$ cat config.mk
export PLATFORM = sky130hd
export DESIGN_NAME = add_accum_pipe
export DESIGN_NICKNAME = d
export VERILOG_FILES = /design/src/rtl/add_accum_pkg.sv /design/src/rtl/pipe_stage_reg.sv /design/src/rtl/add_accum_pipe.sv
export SDC_FILE = /design/constraint.sdc
export NUM_CORES = 1
export LEC_CHECK = 0
export BUFFER_PORTS_ARGS = -buffer_cell sky130_fd_sc_hd__buf_2
export CAP_MARGIN = 20
export CORE_MARGIN = 2
export CORE_UTILIZATION = 23
export CTS_BUF_LIST = sky130_fd_sc_hd__clkbuf_8
export CTS_CLUSTER_DIAMETER = 120
export DETAILED_ROUTE_END_ITERATION = 8
export PLACE_DENSITY_LB_ADDON = 0.2
export SYNTH_ARGS = -nofsm -noshare
export SYNTH_HDL_FRONTEND = slang
export SYNTH_SLANG_ARGS = --single-unit
export TNS_END_PERCENT = 30
$ cat constraint.sdc
create_clock -name clk -period 8.95 [get_ports clk]
set_input_delay 0.4475 -clock clk [delete_from_list [all_inputs] [get_ports clk]]
set_output_delay 0.4475 -clock clk [all_outputs]
set_load 0.02 [all_outputs]
$ cat src/rtl/add_accum_pkg.sv
// Shared definitions for the pipelined adder/accumulator: op encodings and
// the all-ones saturation constant helper.
package add_accum_pkg;

    typedef enum logic [1:0] {
        OP_ADD  = 2'b00,
        OP_ACC  = 2'b01,
        OP_CLR  = 2'b10,
        OP_SADD = 2'b11
    } op_e;

    localparam int SAT_MAX_W = 64;

    // All-ones value of width w, returned right-aligned in a 64-bit word.
    function automatic logic [SAT_MAX_W-1:0] sat_const(input int w);
        logic [SAT_MAX_W-1:0] ones;
        ones = '1;
        if (w >= SAT_MAX_W)
            sat_const = ones;
        else
            sat_const = ones >> (SAT_MAX_W - w);
    endfunction

endpackage

$ cat src/rtl/pipe_stage_reg.sv
// Generic valid/ready register slice with a parametrised payload.
// Ready is combinational from downstream so a full chain advances without bubbles.
module pipe_stage_reg #(
    parameter int W = 8
) (
    input  logic         clk,
    input  logic         rst,
    input  logic         in_valid,
    output logic         in_ready,
    input  logic [W-1:0] in_data,
    output logic         out_valid,
    input  logic         out_ready,
    output logic [W-1:0] out_data
);

    assign in_ready = !out_valid || out_ready;

    // Payload is only sampled when the slice is free to move and the beat is real.
    always_ff @(posedge clk or posedge rst) begin
        if (rst) begin
            out_valid <= 1'b0;
            out_data  <= '0;
        end else if (in_ready) begin
            out_valid <= in_valid;
            if (in_valid)
                out_data <= in_data;
        end
    end

endmodule

$ cat src/rtl/add_accum_pipe.sv
// Two-stage pipelined adder/accumulator with valid/ready on both sides,
// wrap or saturate accumulator policy and a sticky overflow flag.
module add_accum_pipe
    import add_accum_pkg::*;
#(
    parameter int WIDTH     = 8,
    parameter int ACC_WIDTH = 16,
    parameter int SATURATE  = 0,
    parameter int CNT_WIDTH = 8
) (
    input  logic                 clk,
    input  logic                 rst,
    input  logic                 in_valid,
    output logic                 in_ready,
    input  logic [WIDTH-1:0]     a,
    input  logic [WIDTH-1:0]     b,
    input  logic [1:0]           op,
    output logic                 out_valid,
    input  logic                 out_ready,
    output logic [ACC_WIDTH-1:0] result,
    output logic                 ovf,
    output logic [CNT_WIDTH-1:0] acc_cnt
);

    typedef struct packed {
        op_e              op;
        logic [WIDTH-1:0] a;
        logic [WIDTH-1:0] b;
    } s1_payload_t;

    localparam int                   S1_W    = $bits(s1_payload_t);
    localparam logic [ACC_WIDTH-1:0] ACC_MAX = ACC_WIDTH'(sat_const(ACC_WIDTH));
    localparam logic [ACC_WIDTH-1:0] OPR_MAX = ACC_WIDTH'(sat_const(WIDTH));

    s1_payload_t          s1_in;
    s1_payload_t          s1_data;
    logic [S1_W-1:0]      s1_bits;
    logic                 s1_valid;
    logic                 s2_rdy;
    logic                 s1_fire;

    logic [ACC_WIDTH-1:0] acc;
    logic [WIDTH:0]       sum_ab;
    logic [ACC_WIDTH:0]   acc_sum;
    logic                 acc_ovf;
    logic [ACC_WIDTH-1:0] acc_new;
    logic [ACC_WIDTH-1:0] res_next;

    assign s1_in = '{op: op_e'(op), a: a, b: b};

    pipe_stage_reg #(.W(S1_W)) u_s1 (
        .clk       (clk),
        .rst       (rst),
        .in_valid  (in_valid),
        .in_ready  (in_ready),
        .in_data   (s1_in),
        .out_valid (s1_valid),
        .out_ready (s2_rdy),
        .out_data  (s1_bits)
    );

    assign s1_data = s1_payload_t'(s1_bits);
    assign s1_fire = s1_valid && s2_rdy;

    // Accumulate is evaluated against the live acc so back-to-back ACC beats chain.
    always_comb begin
        sum_ab   = {1'b0, s1_data.a} + {1'b0, s1_data.b};
        acc_sum  = {1'b0, acc} + (ACC_WIDTH + 1)'(sum_ab);
        acc_ovf  = acc_sum[ACC_WIDTH];
        acc_new  = acc_sum[ACC_WIDTH-1:0];
        if (acc_ovf && (SATURATE != 0))
            acc_new = ACC_MAX;
        res_next = '0;
        case (s1_data.op)
            OP_ADD:  res_next = ACC_WIDTH'(sum_ab);
            OP_ACC:  res_next = acc_new;
            OP_CLR:  res_next = '0;
            OP_SADD: res_next = sum_ab[WIDTH] ? OPR_MAX : ACC_WIDTH'(sum_ab);
            default: res_next = '0;
        endcase
    end

    pipe_stage_reg #(.W(ACC_WIDTH)) u_s2 (
        .clk       (clk),
        .rst       (rst),
        .in_valid  (s1_valid),
        .in_ready  (s2_rdy),
        .in_data   (res_next),
        .out_valid (out_valid),
        .out_ready (out_ready),
        .out_data  (result)
    );

    // Architectural state commits only as a beat moves from s1 into s2.
    always_ff @(posedge clk or posedge rst) begin
        if (rst) begin
            acc     <= '0;
            ovf     <= 1'b0;
            acc_cnt <= '0;
        end else if (s1_fire) begin
            case (s1_data.op)
                OP_ACC: begin
                    acc     <= acc_new;
                    acc_cnt <= acc_cnt + CNT_WIDTH'(1);
                    if (acc_ovf)
                        ovf <= 1'b1;
                end
                OP_CLR: begin
                    acc     <= '0;
                    ovf     <= 1'b0;
                    acc_cnt <= '0;
                end
                default: ;
            endcase
        end
    end

endmodule
After elaboration in Yosys (flattened, before gate mapping)
Index checks and enable logic that the tools add are counted.

storage, ports and cells
  word-level logic and storage cells = 31
  flip-flop bits (word level) = 61
  input bits = 22
  output and inout bits = 27

cells by class
  multiplexer cells = 6
  reduce and logical (&&, ||, !) cells = 11
  equal/unequal tests = 4
  $add $sub $neg = 3

operators with widths
  kind                                                  number
  one-hot mux 16 bit (4 select lines)                   1
  one-hot mux 16 bit (2 select lines)                   1
  adder 16 x 9 -> 17 bit                                1
  one-hot mux 8 bit (2 select lines)                    1
  adder 8 x 8 -> 9 bit                                  1
  adder 8 x 1 -> 8 bit (second input constant)          1
  two-way mux 8 bit                                     1
  AND reduction 2 bit                                   3
  equality test 2 bit (second input constant)           2
  AND reduction 3 bit                                   1
  equality test 2 x 1 -> 1 bit (second input constant)  1
  logical NOT 1 bit                                     2
  logical NOT 2 bit                                     1
  logical OR 1 bit                                      2
  != test 2 bit (second input constant)                 1
  one-hot mux 1 bit (2 select lines)                    1
  nonzero test 2 bit                                    1
  logical AND 1 bit                                     1
  two-way mux 1 bit                                     1

Longest topological paths before layout
Gate-level depths: netlist of the first run.

  depth in word-level cells = 4
  depth in mapped cells = 13
  depth with buffers taken out = 13

By module
From an unflattened synthesis of the first run, not the netlist that was laid out.

unflattened totals
  cells, all modules = 353
  area total of the unflattened synthesis = 3,744.8 sq um

modules (own cells, without submodules)
  module                  area an instance (sq um)  instances  seq. area each (sq um)  cells each
  add_accum_pipe          2,283.4                   1          625.6                   273
  pipe_stage_reg at u_s1  762.0                     1          475.5                   42
  pipe_stage_reg at u_s2  699.4                     1          425.4                   38

Worst setup path before layout of the first run
No wires, ideal clock.

  path type = register to register
  start = register u_s1.out_data[0]
  end = register u_s2.out_data[9]
  stages on the path, launching flop included = 13
  arrival = 3.035 ns
  clock period less this slack = 3.130 ns
  buffers on the path = 0
  data required time = 8.854 ns
  slack = 5.820 ns
  library setup time = 0.096 ns
  path through = dfrtp_1 ha_1 fa_1 a21o_1 a41oi_1 nand2_1 xor2_1 ha_1 a211o_1 o2111ai_4 nand2_1 xnor2_1 o31ai_1

on the way
  word-level cells in the longest chain between the ends = 3

ends and longest elaborated chain
  item                                 line                  source
  start, declared                      pipe_stage_reg.sv:13  output logic [W-1:0] out_data
  start signal, assigned               pipe_stage_reg.sv:26  out_data <= in_data;
  adder 8 x 8 -> 9 bit                 add_accum_pipe.sv:67  sum_ab = {1'b0, s1_data.a} + {1'b0, s1_data.b};
  adder 16 x 9 -> 17 bit               add_accum_pipe.sv:68  acc_sum = {1'b0, acc} + (ACC_WIDTH + 1)'(sum_ab);
  one-hot mux 16 bit (4 select lines)  add_accum_pipe.sv:74  case (s1_data.op)
  end signal, assigned                 pipe_stage_reg.sv:26
  end, declared                        pipe_stage_reg.sv:13

No other way between the ends.
A chain may end at the register's enable or synchronous reset.

Worst setup path in the final report of the first run
Ends and elaborated chain as after synthesis.

==> key figures, run 1 <==
Min path
  – Min-Delay Path Depth: 2
  – Worst min-delay path category: input port to flip-flop
  – Beginning of the worst hold path: in_valid
  – Min-Delay Endpoint: u_s1.out_valid

Placed design
  – Number of port buffers: 48
  – DPL Wire Length: 6590 µm
  – GPL Wtd Cong: 0.844

Critical path
  – Worst path slowest cell: fa_1
  – Reg-to-reg startpoint: u_s1.out_data[0]
  – CP Class: flip-flop to flip-flop
  – CP max stage delay: 0.40 ns
  – Worst reg2reg path depth: 12
  – CP top delay family: compound AO/OA/AOI/OAI gates
  – RR Endpoint: u_s2.out_data[9]
  – Max Fanout on Critical Path: 4
  – Reg2reg setup slack: 5.45 ns
  – Crit-path cells: ha_1 > fa_1 > a21o_1 > a41oi_1 > nand2_1 > xor2_1 > ha_1 > a211o_1 > o2111ai_4 > nand2_1 > xnor2_1 > o31ai_1
  – Crit. End Element: flip-flop
  – WP buf/inv: 0
  – Required time of the worst setup path: 9.19 ns
  – CP arrival: 3.75 ns
  – CP Launch Type: flip-flop

GRT
  – Total grt overflow: 0
  – Initial antenna violation count: 0
  – Number of global-route vias before repair: 2787
  – First-pass GRT wire length: 14900 µm
  – Tot GR Track Use: 11.6%
  – Largest net degree at the start of global routing: 62

Timing
  – Post-Route Skew: 0.0115 ns
  – Worst-margin pin slew: 0.976 ns
  – Final min period: 3.50 ns
  – RSZ-0062 raised after global routing: no
  – Slew Limit Fails: 0
  – Achievable Freq: 285 MHz
  – # setup viols final: 0
  – Hold violation count in the final report: 0
  – Tcrit/Tclk final: 39.1%
  – Relative slew slack: 34.8%
  – Setup TNS: 0 ns

Synth
  – Ys async rst share: 100%
  – Leading register cell type out of synthesis: dfrtp_1
  – Mapped Area: 3520 µm²
  – Yosys reg bits: 61
  – Distinct cell type count after synthesis: 53
  – Post-Syn Instances: 352
  – Synth top area cells: dfrtp_1 (43%), ha_1 (8.2%), mux2_2 (5.8%)
  – Post-synth top area share: 43.3%
  – Post-synth top area cell: dfrtp_1
  – Register area share after synthesis: 43.3%
  – Post-Syn Nets: 399
  – Warnings from Yosys: 0
  – Syn Area/Cell: 10.0 µm²
  – Post-synth EDFFs: 0

Die
  – Die area: 16300 µm²
  – Die Ht: 128 µm
  – Row Count: 45
  – Io pins: 49
  – Core area: 15100 µm²
  – Initial Utilization: 23.4%
  – Die W: 128 µm

CTS
  – Post-CTS Setup Repair Bufs: 0
  – CTS resizes: 0
  – Sink Count: 61
  – Clock-pin slew on the worst setup and hold paths: 0.07 ns
  – Clock root cell: clkbuf_8
  – H-tree Lvls: 3
  – CTS Hold Bufs: 0
  – CTS tree: done
  – Num CTS Buffers: 9
  – Skew-Pair Late Insertion Delay: 0.35 ns
  – Clock buffer depth: 2

Route
  – Avg WL per Cell: 15.1 µm
  – Vias: 2801
  – Initial DRC count: 134
  – Detail Route Antenna Nets: 0
  – Drt total wl: 9050 µm
  – DRC violations left: 0
  – Detailed Routing Iterations Pass 1: 4
  – Post-DR vias/cell: 4.68

Power and ir drop
  – Peak supply drop: 0.109 mV
  – Pwr Density: 306 nW/µm²
  – Pleak: 0.00188 µW

Finish
  – Diodes inserted: 0
  – Share of cells above drive strength 1: 24.1%
  – Fin util: 27.7%
  – Post-layout nets: 452
  – P&R area growth vs syn: 18.4%

Run status
  – Outcome: completed

Job
  – Max cap viols: 0
[worst max-delay path by stage]
stage,slack (ns),cells past startpoint,startpoint,endpoint
after global placement,5.53,12,u_s1.out_data[0],u_s2.out_data[9]
final,5.45,12,u_s1.out_data[0],u_s2.out_data[9]
after CTS,5.43,12,u_s1.out_data[0],u_s2.out_data[9]
after floorplan,5.82,12,u_s1.out_data[0],u_s2.out_data[9]
after global routing,5.18,12,u_s1.out_data[0],u_s2.out_data[9]
after detailed placement,5.46,12,u_s1.out_data[0],u_s2.out_data[9]
[metal layers]
metal | part of all wire, % | up-vias | global-route usage, %
met1 | 50 | 1334 | 15.5
met3 | 3.8 | 14 | 3.46
met5 | 0 | - | 0
li1 | - | 1392 | -
met2 | 45 | 61 | 18.3
met4 | 1.5 | 0 | 2.91
[layout make-up]
cell class,count,area (µm²)
tap,188,235
timing repair buffer,50,255
sequential,61,1530
clock inverter,6,53.8
inverter,12,45.0
multi-input combinational,271,1920
fill,1614,10900
clock buffer,10,138
[worst reg2reg max path, delay by kind of cell, from the launching register on]
kind | cells | cell delay (ns)
AO/OA/AOI/OAI | 5 | 1.32
XOR/XNOR | 2 | 0.44
adder cells (fa/ha/maj) | 3 | 0.96
flip-flops | 1 | 0.38
AND/OR/NAND/NOR | 2 | 0.30
[where the power goes]
part / total [µW] / internal (µW) / switching (µW) / leakage (µW)
registers: 396 / 343 / 52.6 / 0.000766
logic: 636 / 250 / 387 / 0.00101
clock network: 245 / 133 / 112 / 0.000107
[registers in the layout, summed over array words and instances, names as in the netlist]
name,count
u_s2.out_valid,1
acc_cnt,8
u_s2.out_data,16
u_s1.out_data,18
acc,16
u_s1.out_valid,1
ovf,1
[cell usage in the layout (no fill, tap or decap), types with 4 or more instances in the layout]
cell | Yosys | routed
dfrtp_1 | 61 | 61
buf_2 | 3 | 48
nand2_1 | 44 | 44
o21ai_0 | 27 | 27
nor2_1 | 23 | 23
ha_1 | 23 | 23
mux2_2 | 18 | 18
a21oi_1 | 17 | 17
xnor2_1 | 14 | 14
inv_1 | 12 | 12
clkbuf_8 | 0 | 10
o21ai_1 | 9 | 9
a22o_1 | 8 | 8
and3_1 | 8 | 8
o31ai_1 | 7 | 7
nand2b_1 | 6 | 6
nand3_1 | 5 | 5
a21o_1 | 5 | 5
nor3_1 | 4 | 4
a21oi_2 | 4 | 4
xor2_1 | 4 | 4
clkinv_2 | 0 | 4
[stage by stage]
step	instance area, µm²	instances	hold slack [ns]	setup slack [ns]	total power (µW)
2_1_floorplan	3520	352	0.455	5.82	867
3_3_place_gp	3980	582	0.461	5.53	1040
3_5_place_dp	3980	582	0.471	5.46	1040
4_1_cts	4170	598	0.288	5.43	1290
5_1_grt	4170	598	0.298	5.18	1380
6_report	4170	598	0.301	5.45	1280
[synth_stat cells, drive strengths merged, types with 3 or more instances]
cell type and n:
o2111ai 3, nor2 24, nor3 4, dfrtp 61
or3 3, inv 12, and3 8, buf 3
nand3 5, a21oi 21, xnor2 14, clkbuf 5
a21o 5, ha 23, nand2b 6, xor2 4
a211oi 4, mux2 18, o31ai 9, o21ai 37
o21a 3, a22o 8, nand2 44
[logic make-up after synthesis]
group,after synthesis,synth area share (%)
xor gates and xnor gates,18,4.47
buffers and inverters,20,2.24
and+or+nand+nor,101,13.2
DFF,61,43.3
adders and majority gates,25,9.30
muxes,20,6.32
AOI/OAI and AO/OA,107,21.2
Note: power is estimated with default switching activity, not from simulation.
==> inputs of run 2 (changes only) <==
==> constraint.sdc (replaced) <==
create_clock -name clk -period 3.35 [get_ports clk]
set_input_delay 0.1675 -clock clk [delete_from_list [all_inputs] [get_ports clk]]
set_output_delay 0.1675 -clock clk [all_outputs]
set_load 0.02 [all_outputs]
==> run 2 against run 1 <==
  * Critical endpoint is now u_s2.out_data[11]
  * Combinational power grew to 2.9 times the previous value
  * Largest cell class unchanged
  * Cell count up 2.0%
  * Wire length is 0.15% higher
  * Sequential power rose to 2.7 times the previous value
  * Global-route usage about the same
  * Die area stayed put
==> key figures, run 2 (same netlist as run 1, synthesis figures left out) <==
Critical path
  – Crit-path cells: ha_1 > fa_2 > a21o_1 > a41oi_2 > nand2_2 > xor2_4 > ha_1 > a211o_1 > o2111ai_4 > a21oi_2 > xnor2_1 > o31ai_1 (was ha_1 > fa_1 > a21o_1 > a41oi_1 > nand2_1 > xor2_1 > ha_1 > a211o_1 > o2111ai_4 > nand2_1 > xnor2_1 > o31ai_1)
  – CP Class: flip-flop to flip-flop (unchanged)
  – CP Launch Type: flip-flop (unchanged)
  – CP max stage delay: 0.38 ns (was 0.40 ns)
  – Most frequent CP cell: ha_1
  – Worst path slowest cell: dfrtp_1 (was fa_1)
  – Crit. End Element: flip-flop (unchanged)
  – Required time of the worst setup path: 3.60 ns (was 9.19 ns)
  – CP arrival: 3.37 ns (was 3.75 ns)
  – Max Fanout on Critical Path: 4 (unchanged)
  – Worst reg2reg path depth: 12 (unchanged)

GRT
  – Initial antenna violation count: 0 (unchanged)
  – Total grt overflow: 0 (unchanged)
  – Largest net degree at the start of global routing: 36 (was 62)
  – First-pass GRT wire length: 14800 µm (was 14900 µm)
  – Tot GR Track Use: 11.5% (was 11.6%)
  – Number of global-route vias before repair: 2803 (was 2787)

Power and ir drop
  – Pleak: 0.00195 µW (was 0.00188 µW)
  – Clock network fraction of total power: 17.2% (was 19.2%)
  – Peak supply drop: 0.239 mV (was 0.109 mV)
  – Int Power: 2000 µW (was 726 µW)
  – Logic pwr share: 52.5% (was 49.8%)
  – Sw Share: 42.8% (was 43.2%)
  – Sequential Power Share: 30.2% (was 31.0%)
  – Pwr Density: 810 nW/µm² (was 306 nW/µm²)
  – Net Sw Power: 1500 µW (was 552 µW)

Route
  – Post-DR vias/cell: 4.54 (was 4.68)
  – Detail Route Antenna Nets: 0 (unchanged)
  – Avg WL per Cell: 14.9 µm (was 15.1 µm)
  – Drt total wl: 9070 µm (was 9050 µm)
  – Detailed Routing Iterations Pass 1: 4 (unchanged)
  – Vias: 2772 (was 2801)
  – DRC violations left: 0 (unchanged)
  – Initial DRC count: 138 (was 134)

Finish
  – Regs by FF count: u_s1.out_data x18, acc x16, u_s2.out_data x16 (unchanged)
  – Final instance area: 4320 µm² (was 4170 µm²)
  – Post-layout nets: 465 (was 452)
  – Largest Register: u_s1.out_data (unchanged)
  – Max reg flops: 18 (unchanged)
  – P&R area growth vs syn: 22.7% (was 18.4%)
  – Most common library cell in the layout ignoring fill and taps: dfrtp_1 (unchanged)
  – Diodes inserted: 0 (unchanged)
  – Share of cells above drive strength 1: 28.0% (was 24.1%)
  – Commonest cells after routing, fill and taps aside: dfrtp_1 (61), buf_2 (48), nand2_1 (42) (was dfrtp_1 (61), buf_2 (48), nand2_1 (44))

Timing
  – Slew Limit Fails: 0 (unchanged)
  – Relative slew slack: 36.9% (was 34.8%)
  – Achievable Freq: 320 MHz (was 285 MHz)
  – Setup TNS: 0 ns (unchanged)
  – Post-Route Skew: 0.00921 ns (was 0.0115 ns)
  – Tcrit/Tclk final: 93.3% (was 39.1%)
  – Hold violation count in the final report: 0 (unchanged)
  – # setup viols final: 0 (unchanged)
  – Worst-margin pin slew: 0.945 ns (was 0.976 ns)
  – Final min period: 3.13 ns (was 3.50 ns)

Die
  – Row Count: 45 (unchanged)
  – Initial Utilization: 23.4% (unchanged)
  – Die W: 128 µm (unchanged)
  – Core area: 15100 µm² (unchanged)
  – Die Ht: 128 µm (unchanged)
  – Die area: 16300 µm² (unchanged)
  – Io pins: 49 (unchanged)

Job
  – Max cap viols: 0 (unchanged)

Min path
  – Min-Delay Path Depth: 2 (unchanged)
  – Worst min-delay path category: input port to flip-flop (unchanged)

Run status
  – Outcome: completed (unchanged)

Placed design
  – Area post-placement: 4060 µm² (was 3980 µm²)
  – GPL Wtd Cong: 0.801 (was 0.844)
  – DPL Wire Length: 6640 µm (was 6590 µm)
  – Number of port buffers: 48 (unchanged)

CTS
  – Clock root cell: clkbuf_8 (unchanged)
  – H-tree Lvls: 3 (unchanged)
  – Clock-pin slew on the worst setup and hold paths: 0.07 ns (about the same)
  – Clock buffer depth: 2 (unchanged)
  – Num CTS Buffers: 9 (unchanged)
  – Sink Count: 61 (unchanged)
  – CTS tree: done (unchanged)
  – Skew-Pair Late Insertion Delay: 0.35 ns (about the same)
## run 2: per-layer routing
layer | vias up | GRT usage, % | share of wire [%]
li1 | 1407 | - | -
met1 | 1296 | 15.3 | 49
met2 | 60 | 19.0 | 46
met3 | 9 | 2.92 | 3.9
met4 | 0 | 2.71 | 0.77
met5 | - | 0 | 0
## run 2: layout make-up
| cell class | instances | area (µm²) |
|---|---|---|
| fill | 1602 | 10800 |
| multi-input combinational | 271 | 1980 |
| sequential | 61 | 1530 |
| timing repair buffer | 63 | 358 |
| tap | 188 | 235 |
| clock buffer | 12 | 165 |
| inverter | 12 | 45.0 |
| clock inverter | 3 | 12.5 |
## run 2: what timing repair did
item | in CTS | in global routing
resized for setup | 1 | 11
setup buffers | 0 | 1
hold buffers | 2 | 0
pin swaps | 0 | 7
setup endpoints to repair | 5 | 17
endpoints found under the hold margin | 17 | 0
## run 2: critical path: cells and delay by family (launching register included)
kind / cells / cell delay [ns]
compound gates: 6 / 1.31
xor+xnor: 2 / 0.33
fa+ha+maj: 3 / 0.89
flops: 1 / 0.38
simple gates: 1 / 0.12
## run 2: path summary, 6_finish.rpt
| path | slack (ns) | from | endpoint |
|---|---|---|---|
| max in group asynchronous | 2.12 | rst | acc[9] |
| setup / recovery | 0.22 | u_s1.out_data[0] | u_s2.out_data[11] |
| min in group asynchronous | 0.51 | rst | u_s1.out_data[1] |
| setup reg to reg | 0.22 | u_s1.out_data[0] | u_s2.out_data[11] |
| hold / removal | 0.05 | op[1] | u_s1.out_data[17] |
| hold reg to reg | 0.47 | u_s2.out_data[11] | u_s2.out_data[11] |
## run 2: power by group through the flow
stage	clock network [µW]	logic [µW]	registers (µW)
3_5_place_dp	0	1760	1070
2_1_floorplan	0	1180	1140
4_1_cts	634	1780	1060
6_report	603	1840	1060
3_3_place_gp	0	1750	1070
5_1_grt	656	2050	1090
## run 2: per-stage QoR
stage	total power, µW	cells	util, %	hold slack [ns]	setup slack [ns]
floorplan	2320	352	-	0.276	0.220
global placement	2820	592	26.9	0.363	0.0247
detailed placement	2840	592	26.9	0.371	-0.0305
CTS	3470	609	28.2	0.0272	0.0234
global route	3790	610	28.7	0.0339	-0.0167
finish	3500	610	28.7	0.0462	0.225
